### src/rtl/onehot_decoder_seq.sv
// -----------------------------------------------------------------------------
// onehot_decoder_seq
//
// Registered binary-to-one-hot decoder with a built-in auto-scan sequencer.
// The block has three operating states:
//   - IDLE   : the block is disabled and the output is all zero.
//   - DIRECT : D is the one-hot decode of sel, re-evaluated every cycle.
//   - SCAN   : the active line walks around the output vector. Each line is
//              held for (dwell + 1) cycles.
// The dwell value is captured when the block enters SCAN. Changing dwell
// during a scan has no effect until the next SCAN entry.
//
// Parameters
//   SEL_W   : select width. The legal range is 1..6.
//             The output width OUT_W is 2**SEL_W.
//   DWELL_W : width of the dwell counter.
//
// Ports
//   clk    in   clock; all state updates on the rising edge
//   rst_n  in   asynchronous active-low reset
//   en     in   block enable; when low, no output line is active
//   mode   in   0 = direct decode, 1 = auto-scan
//   sel    in   [SEL_W]   direct-mode select, and the scan start index
//   dwell  in   [DWELL_W] cycles-per-step minus 1, sampled at scan entry
//   dir    in   (bidir build only) 0 = scan upward, 1 = scan downward;
//               sampled on every step
//   D      out  [OUT_W]   registered one-hot output, or all zero
//   idx    out  [SEL_W]   index of the active line; holds while D = 0
//   active out  high when D is non-zero
//   wrap   out  one-cycle pulse on the scan wrap-around transition
//
// Build option
//   ONEHOT_DECODER_SEQ_BIDIR_EN : when defined, adds the dir port and
//                                 enables downward scanning.
// -----------------------------------------------------------------------------
module onehot_decoder_seq #(
   parameter int SEL_W   = 3,
   parameter int DWELL_W = 8
) (
   input  logic                    clk,
   input  logic                    rst_n,
   input  logic                    en,
   input  logic                    mode,
   input  logic [SEL_W-1:0]        sel,
   input  logic [DWELL_W-1:0]      dwell,
`ifdef ONEHOT_DECODER_SEQ_BIDIR_EN
   input  logic                    dir,
`endif
   output logic [(1<<SEL_W)-1:0]   D,
   output logic [SEL_W-1:0]        idx,
   output logic                    active,
   output logic                    wrap
);

   localparam int OUT_W = 1 << SEL_W;

   typedef enum logic [1:0] {
      ST_IDLE   = 2'd0,
      ST_DIRECT = 2'd1,
      ST_SCAN   = 2'd2
   } state_t;

   state_t               state;
   logic [DWELL_W-1:0]   cnt;
   logic [DWELL_W-1:0]   dwell_lat;

   // Scan direction. The upward-only build ties this low.
   logic                 step_down;
`ifdef ONEHOT_DECODER_SEQ_BIDIR_EN
   assign step_down = dir;
`else
   assign step_down = 1'b0;
`endif

   // Neighbour index for a scan step.
   // Because OUT_W is a power of two, the SEL_W-bit arithmetic wraps
   // modulo OUT_W without any extra logic.
   logic [SEL_W-1:0]     step_idx;
   logic                 step_wrap;

   always_comb begin
      step_idx  = idx;
      step_wrap = 1'b0;
      if (step_down) begin
         step_idx  = idx - SEL_W'(1);
         step_wrap = (idx == '0);
      end else begin
         step_idx  = idx + SEL_W'(1);
         step_wrap = (idx == '1);
      end
   end

   // Scan advances on this edge.
   logic                 scan_step;
   assign scan_step = en && mode && (state == ST_SCAN) && (cnt == '0);

   // Index that will be registered on this edge.
   // The priority order matches the state transitions below:
   //   1. disabled                 : hold the current index
   //   2. direct mode              : follow sel
   //   3. entering scan            : start at sel
   //   4. scan with dwell expired  : step to the neighbour index
   //   5. scan, dwell still running: hold the current index
   logic [SEL_W-1:0]     load_idx;

   always_comb begin
      load_idx = idx;
      if (!en) begin
         load_idx = idx;
      end else if (!mode) begin
         load_idx = sel;
      end else if (state != ST_SCAN) begin
         load_idx = sel;
      end else if (cnt == '0) begin
         load_idx = step_idx;
      end else begin
         load_idx = idx;
      end
   end

   // Decode the next index into a one-hot vector.
   // Exactly one comparator can match, so D can only ever be one-hot or zero.
   logic [OUT_W-1:0]     dec_next;

   generate
      for (genvar gi = 0; gi < OUT_W; gi++) begin : g_dec
         assign dec_next[gi] = (load_idx == SEL_W'(gi));
      end
   endgenerate

   // State machine and registered outputs.
   always_ff @(posedge clk or negedge rst_n) begin
      if (!rst_n) begin
         state     <= ST_IDLE;
         cnt       <= '0;
         dwell_lat <= '0;
         D         <= '0;
         idx       <= '0;
         active    <= 1'b0;
         wrap      <= 1'b0;
      end else begin
         idx    <= load_idx;
         D      <= en ? dec_next : '0;
         active <= en;
         wrap   <= scan_step && step_wrap;

         if (!en) begin
            state <= ST_IDLE;
         end else if (!mode) begin
            state <= ST_DIRECT;
         end else if (state != ST_SCAN) begin
            // Fresh scan: capture the dwell value and start the count.
            state     <= ST_SCAN;
            cnt       <= dwell;
            dwell_lat <= dwell;
         end else if (cnt == '0) begin
            // The dwell period has elapsed: reload the count for the next line.
            cnt <= dwell_lat;
         end else begin
            cnt <= cnt - DWELL_W'(1);
         end
      end
   end

endmodule
### config.mk
export PLATFORM = sky130hd
export DESIGN_NAME = onehot_decoder_seq
export DESIGN_NICKNAME = d
export VERILOG_FILES = /design/src/rtl/onehot_decoder_seq.sv
export SDC_FILE = /design/constraint.sdc
export NUM_CORES = 1
export LEC_CHECK = 0
export CAP_MARGIN = 10
export CORE_ASPECT_RATIO = 0.6
export CORE_UTILIZATION = 40
export DETAILED_ROUTE_END_ITERATION = 12
export PLACE_DENSITY = 0.74
export SYNTH_ARGS = -nofsm -noshare
export SYNTH_HDL_FRONTEND = slang
export SYNTH_SLANG_ARGS = --single-unit
### constraint.sdc
create_clock -name clk -period 2.7 [get_ports clk]
set_input_delay 0.405 -clock clk [delete_from_list [all_inputs] [get_ports clk]]
set_output_delay 0.405 -clock clk [all_outputs]
set_load 0.05 [all_outputs]
==> impl_metrics.tcl, run 1 <==
set metrics [dict create \
    synth-edff-count 0 \
    rrSetupSlack_ps 310 \
    cts-root-buf "clkbuf_8" \
    worst_hold_slack_ps 510 \
    cts.path.max_buffers 2 \
    die_area_mm2 0.00424 \
    cap_violations 0 \
    skew_ps 9.41 \
    placed_cells 228 \
    die_h_um 50.8 \
    clock_latency_ps 290 \
    cts_resized 0 \
    grt_pass1_vias 1284 \
    cp-start-kind "register" \
    rsz0062_at_grt "false" \
    overflow 0 \
    area_growth_pct 27.6 \
    powerDensity_mw_per_mm2 655 \
    slew_headroom_pct 54.8 \
    port_buffers 27 \
    synthTopCellsByArea "dfrtp_1, mux2_2, o21ai_0" \
    clkTransAtPathRegs_ps 70 \
    synth_nets 177 \
    netlist_area_mm2 0.00159 \
    fin_cells 236 \
    leakage_nw 0.857 \
    r2r-start "cnt[0]" \
    final_layout_size_suffix_gt1_share_pct 13.8 \
    startpoint "cnt[0]" \
    core_mm2 0.00374 \
    tns_ps 0 \
    dp_hpwl_mm 2.88 \
    antenna_left 0 \
    rows 17 \
    drtIter0Drc 118 \
    cts_sinks 31 \
    synth_top_flop_cell "dfrtp_1" \
    met1_usage_pct 29.7 \
    cts_tree "built" \
    grt_pass1_wl_mm 6.54 \
    wl_per_cell_um 16.7 \
    drt_pass1_iterations 4 \
    die_w_um 83.4 \
    syn-mean-instance-area_um2 10.1 \
    wl_mm 3.94 \
    cts_setup_buffers 0 \
    utilization_pct 54.2 \
    hold_path.class "in2async" \
    worstPathMaxFanout 11 \
    synth-async-reset-ratio_pct 100 \
    final_hold_viol_count 0 \
    vias_per_cell 5.81 \
    worst_ir_drop_vdd_uv 386 \
    fin_crit_ps 2390 \
    grt_use_total_pct 20.7 \
    grt_max_degree 32 \
    worstPathArrival_ps 2550 \
    routabilityCongestion 0.887 \
    finalSetupViolations 0 \
    start_util_pct 42.5 \
    h-tree-depth 2 \
    synth_top_area_cell "dfrtp_1" \
    cts_made_buffers 5 \
    busiest_layer "met1" \
    drc 0 \
    worst_pin_slew_ps 676 \
    end_kind "register" \
    final_nets 207 \
    cp.required_ps 2870 \
    num_io_pins 28 \
    crit_type "reg2reg" \
    ys_types 40 \
    met3_usage_pct 10.2 \
    vias 1370 \
    synth_top_area_share_pct 48.8 \
    final_max_slew_viol_count 0 \
    min_period_over_period_pct 88.3 \
    yosysWarnings 0 \
    postCtsHoldBufs 0 \
    antenna_found_initial 0 \
    status "complete, no violations" \
    diodes 0 \
    synth-seq-cells 31 \
    yosysSeqAreaShare_pct 48.8 \
    synthCells 158 \
    fmax_ghz 0.419 \
    grt_use_met2_pct 27.0 \
]
-- placed cells by master, fill, tap and decap left out, drive strengths merged, types with 4 or more instances in the layout --
master	Yosys	final
ha	4	4
clkdlybuf4s50	0	27
nand2	6	6
nor2	17	17
a31oi	6	6
o21ai	15	15
mux2	8	8
inv	7	7
buf	2	4
nand2b	4	4
dfrtp	31	31
nor3	8	8
clkbuf	6	6
a21oi	10	10
-- report_power, final --
part	switching (mW)	internal [mW]
combinational	0.161	0.121
sequential	0.0529	0.517
clock	0.180	0.298
-- worst paths after layout --
path	endpoint	depth (start not counted)
worst min-delay path	cnt[5]	2
worst max register to register	D[1]	7
min in group clk	dwell_lat[2]	1
worst min register to register	dwell_lat[2]	1
max in group asynchronous	dwell_lat[1]	2
worst max-delay path	D[1]	7
-- critical path: stages (launching register included) --
cell and delay, ps:
dfrtp_1 410, inv_1 110, ha_1 240, or4b_4 580, o211a_1 280, nor4_4 410, or2_1 180, nor2_1 50
-- cells by family after synthesis --
family          after synthesis  synth area share, %
simple gates                 54                 20.2
compound gates               44                 17.0
flops                        31                 48.8
buf+inv                      15                 4.01
mux                           9                 6.29
fa+ha+maj                     4                 3.15
xor+xnor                      1                0.551
-- cell usage after synthesis, types with 2 or more instances --
| cell type | n |
|---|---|
| nor3_1 | 8 |
| dfrtp_1 | 31 |
| nand2b_1 | 4 |
| a22oi_1 | 3 |
| inv_1 | 6 |
| mux2_2 | 8 |
| nand3_1 | 3 |
| nor3b_1 | 2 |
| nand2_1 | 6 |
| nor4_4 | 2 |
| and3_1 | 2 |
| o22ai_1 | 2 |
| clkbuf_1 | 6 |
| nor2b_1 | 3 |
| o21ai_0 | 14 |
| a21oi_1 | 10 |
| nor2_1 | 17 |
| ha_1 | 4 |
| a31oi_1 | 6 |
-- sequential cells by signal, indices dropped and copies added, names as in the netlist --
| signal | count |
|---|---|
| wrap | 1 |
| active | 1 |
| cnt | 8 |
| state | 2 |
| idx | 3 |
| D | 8 |
| dwell_lat | 8 |
-- layout make-up --
type                    count  area (µm²)
clock inverters             2        35.0
flip-flops and latches     31         776
well taps                  47        58.8
inverters                   7        26.3
multi-input cells         112         751
repair buffers             31         300
fillers                   306        1710
clock buffers               6        82.6
-- per-layer routing --
layer | wire length (µm) | vias up
met2 | 1670 | 72
li1 | - | 629
met4 | 16 | 0
met5 | 0 | -
met1 | 1860 | 665
met3 | 401 | 4
-- metrics by stage --
step           power [mW]  instance area (µm²)  setup WS [ps]
4_1_cts              1.33                 2030            355
2_1_floorplan       0.751                 1590            678
5_1_grt              1.39                 2030            228
6_report             1.33                 2030            315
3_5_place_dp        0.855                 1910            369
3_3_place_gp        0.840                 1910            422
Power figures use the tool's default switching activity.
==> inputs of run 2 (changes only) <==
Settings changed: PLACE_DENSITY 0.74 to not set, PLACE_DENSITY_LB_ADDON set to 0.1.
==> impl_metrics.tcl, run 2 (synthesis results as in run 1) <==
set metrics [dict create \
    status "complete, no violations" \
    grt_use_total_pct 20.1 \
    fin_cells 236 \
    port_buffers 27 \
    placed_cells 228 \
    reg2regPathDepth 7 \
    num_io_pins 28 \
    cp.required_ps 2870 \
    antenna_found_initial 0 \
    dp_hpwl_mm 2.78 \
    die_area_mm2 0.00424 \
    utilization_pct 54.2 \
    cap_violations 0 \
    wl_per_cell_um 16.4 \
    final_nets 207 \
    rrSetupSlack_ps 380 \
    grt_max_degree 32 \
    cts.path.max_buffers 2 \
    powerDensity_mw_per_mm2 655 \
    final_max_slew_viol_count 0 \
    final_hold_viol_count 0 \
    core_mm2 0.00374 \
    maxUsedRoutingLayer "met4" \
    drc 0 \
    skew_ps 9.51 \
    wl_mm 3.86 \
    end_kind "register" \
    worstPathArrival_ps 2490 \
    overflow 0 \
    area_growth_pct 27.6 \
    vias 1336 \
    regToRegEndpoint "D[1]" \
    leakage_nw 0.857 \
    routabilityCongestion 0.834 \
    h-tree-depth 2 \
    start_util_pct 42.5 \
    fin_crit_ps 2320 \
    vias_per_cell 5.66 \
    reg_top3 "D: 8 flops, cnt: 8 flops, dwell_lat: 8 flops" \
    tns_ps 0 \
    final_cell_mix "dfrtp_1, clkdlybuf4s50_1, nor2_1" \
    drt_pass1_iterations 4 \
    antenna_left 0 \
    met3_length_um 309 \
    cts-root-buf "clkbuf_8" \
    drtIter0Drc 68 \
    clkTransAtPathRegs_ps 70 \
    layout_commonest_cell "dfrtp_1" \
    final_layout_size_suffix_gt1_share_pct 13.8 \
    worst_pin_slew_ps 513 \
    rsz0062_at_grt "false" \
    cts_setup_buffers 0 \
    die_h_um 50.8 \
    clock_latency_ps 290 \
    min_period_over_period_pct 85.8 \
    rows 17 \
    power_mw 1.33 \
    crit_type "reg2reg" \
    worst_ir_drop_vdd_uv 353 \
    cts_made_buffers 5 \
    worstPathMaxFanout 11 \
    grt_pass1_wl_mm 6.31 \
    grt_pass1_vias 1304 \
    cts_sinks 31 \
    postCtsHoldBufs 0 \
    diodes 0 \
    cts_resized 0 \
    hold_path.class "in2async" \
    die_w_um 83.4 \
    slew_headroom_pct 65.7 \
    finalSetupViolations 0 \
    wl_met1_mm 1.92 \
    cts_tree "built" \
    r2r-start "cnt[0]" \
    route.met2.wl_mm 1.58 \
    fmax_ghz 0.432 \
    cp-start-kind "register" \
]
==> run 2: cell counts in the layout (fill, tap and decap cells not counted) <==
No cell type changed its count.
==> run 2: per-stage QoR <==
stage	hold slack, ps	setup slack [ps]	area, µm²
floorplan	109	678	1590
global route	529	285	2030
CTS	517	397	2030
finish	509	385	2030
detailed placement	499	408	1910
global placement	497	515	1910
==> run 2: worst max-delay path, cell delays in order (launching register included) <==
cell and delay (ps):
dfrtp_1 420, inv_1 130, ha_1 210, or4b_4 570, o211a_1 270, nor4_4 370
or2_1 180, nor2_1 50
==> run 2: how the worst max path moves through the flow <==
stage	end	slack, ps	startpoint
5_1_grt	D[1]	290	cnt[0]
4_1_cts	D[4]	400	cnt[0]
3_5_place_dp	D[4]	410	cnt[0]
3_3_place_gp	D[1]	520	cnt[0]
6_report	D[1]	380	cnt[0]
2_1_floorplan	D[1]	680	cnt[0]
==> run 2: layout make-up <==
type / instances / area, µm²
fillers: 352 / 1710
flip-flops and latches: 31 / 776
multi-input cells: 112 / 751
repair buffers: 31 / 300
clock buffers: 6 / 82.6
well taps: 47 / 58.8
clock inverters: 2 / 35.0
inverters: 7 / 26.3
==> run 2: power breakdown <==
group	internal, mW	switching (mW)
sequential	0.516	0.0522
clock	0.299	0.184
combinational	0.120	0.157
total	0.934	0.394
==> run 2: layer usage <==
| layer | GRT usage, % | vias to the layer above |
|---|---|---|
| met5 | 0 | - |
| met4 | 9.20 | 0 |
| met3 | 6.62 | 8 |
| met2 | 28.1 | 52 |
| met1 | 28.1 | 652 |
| li1 | - | 624 |
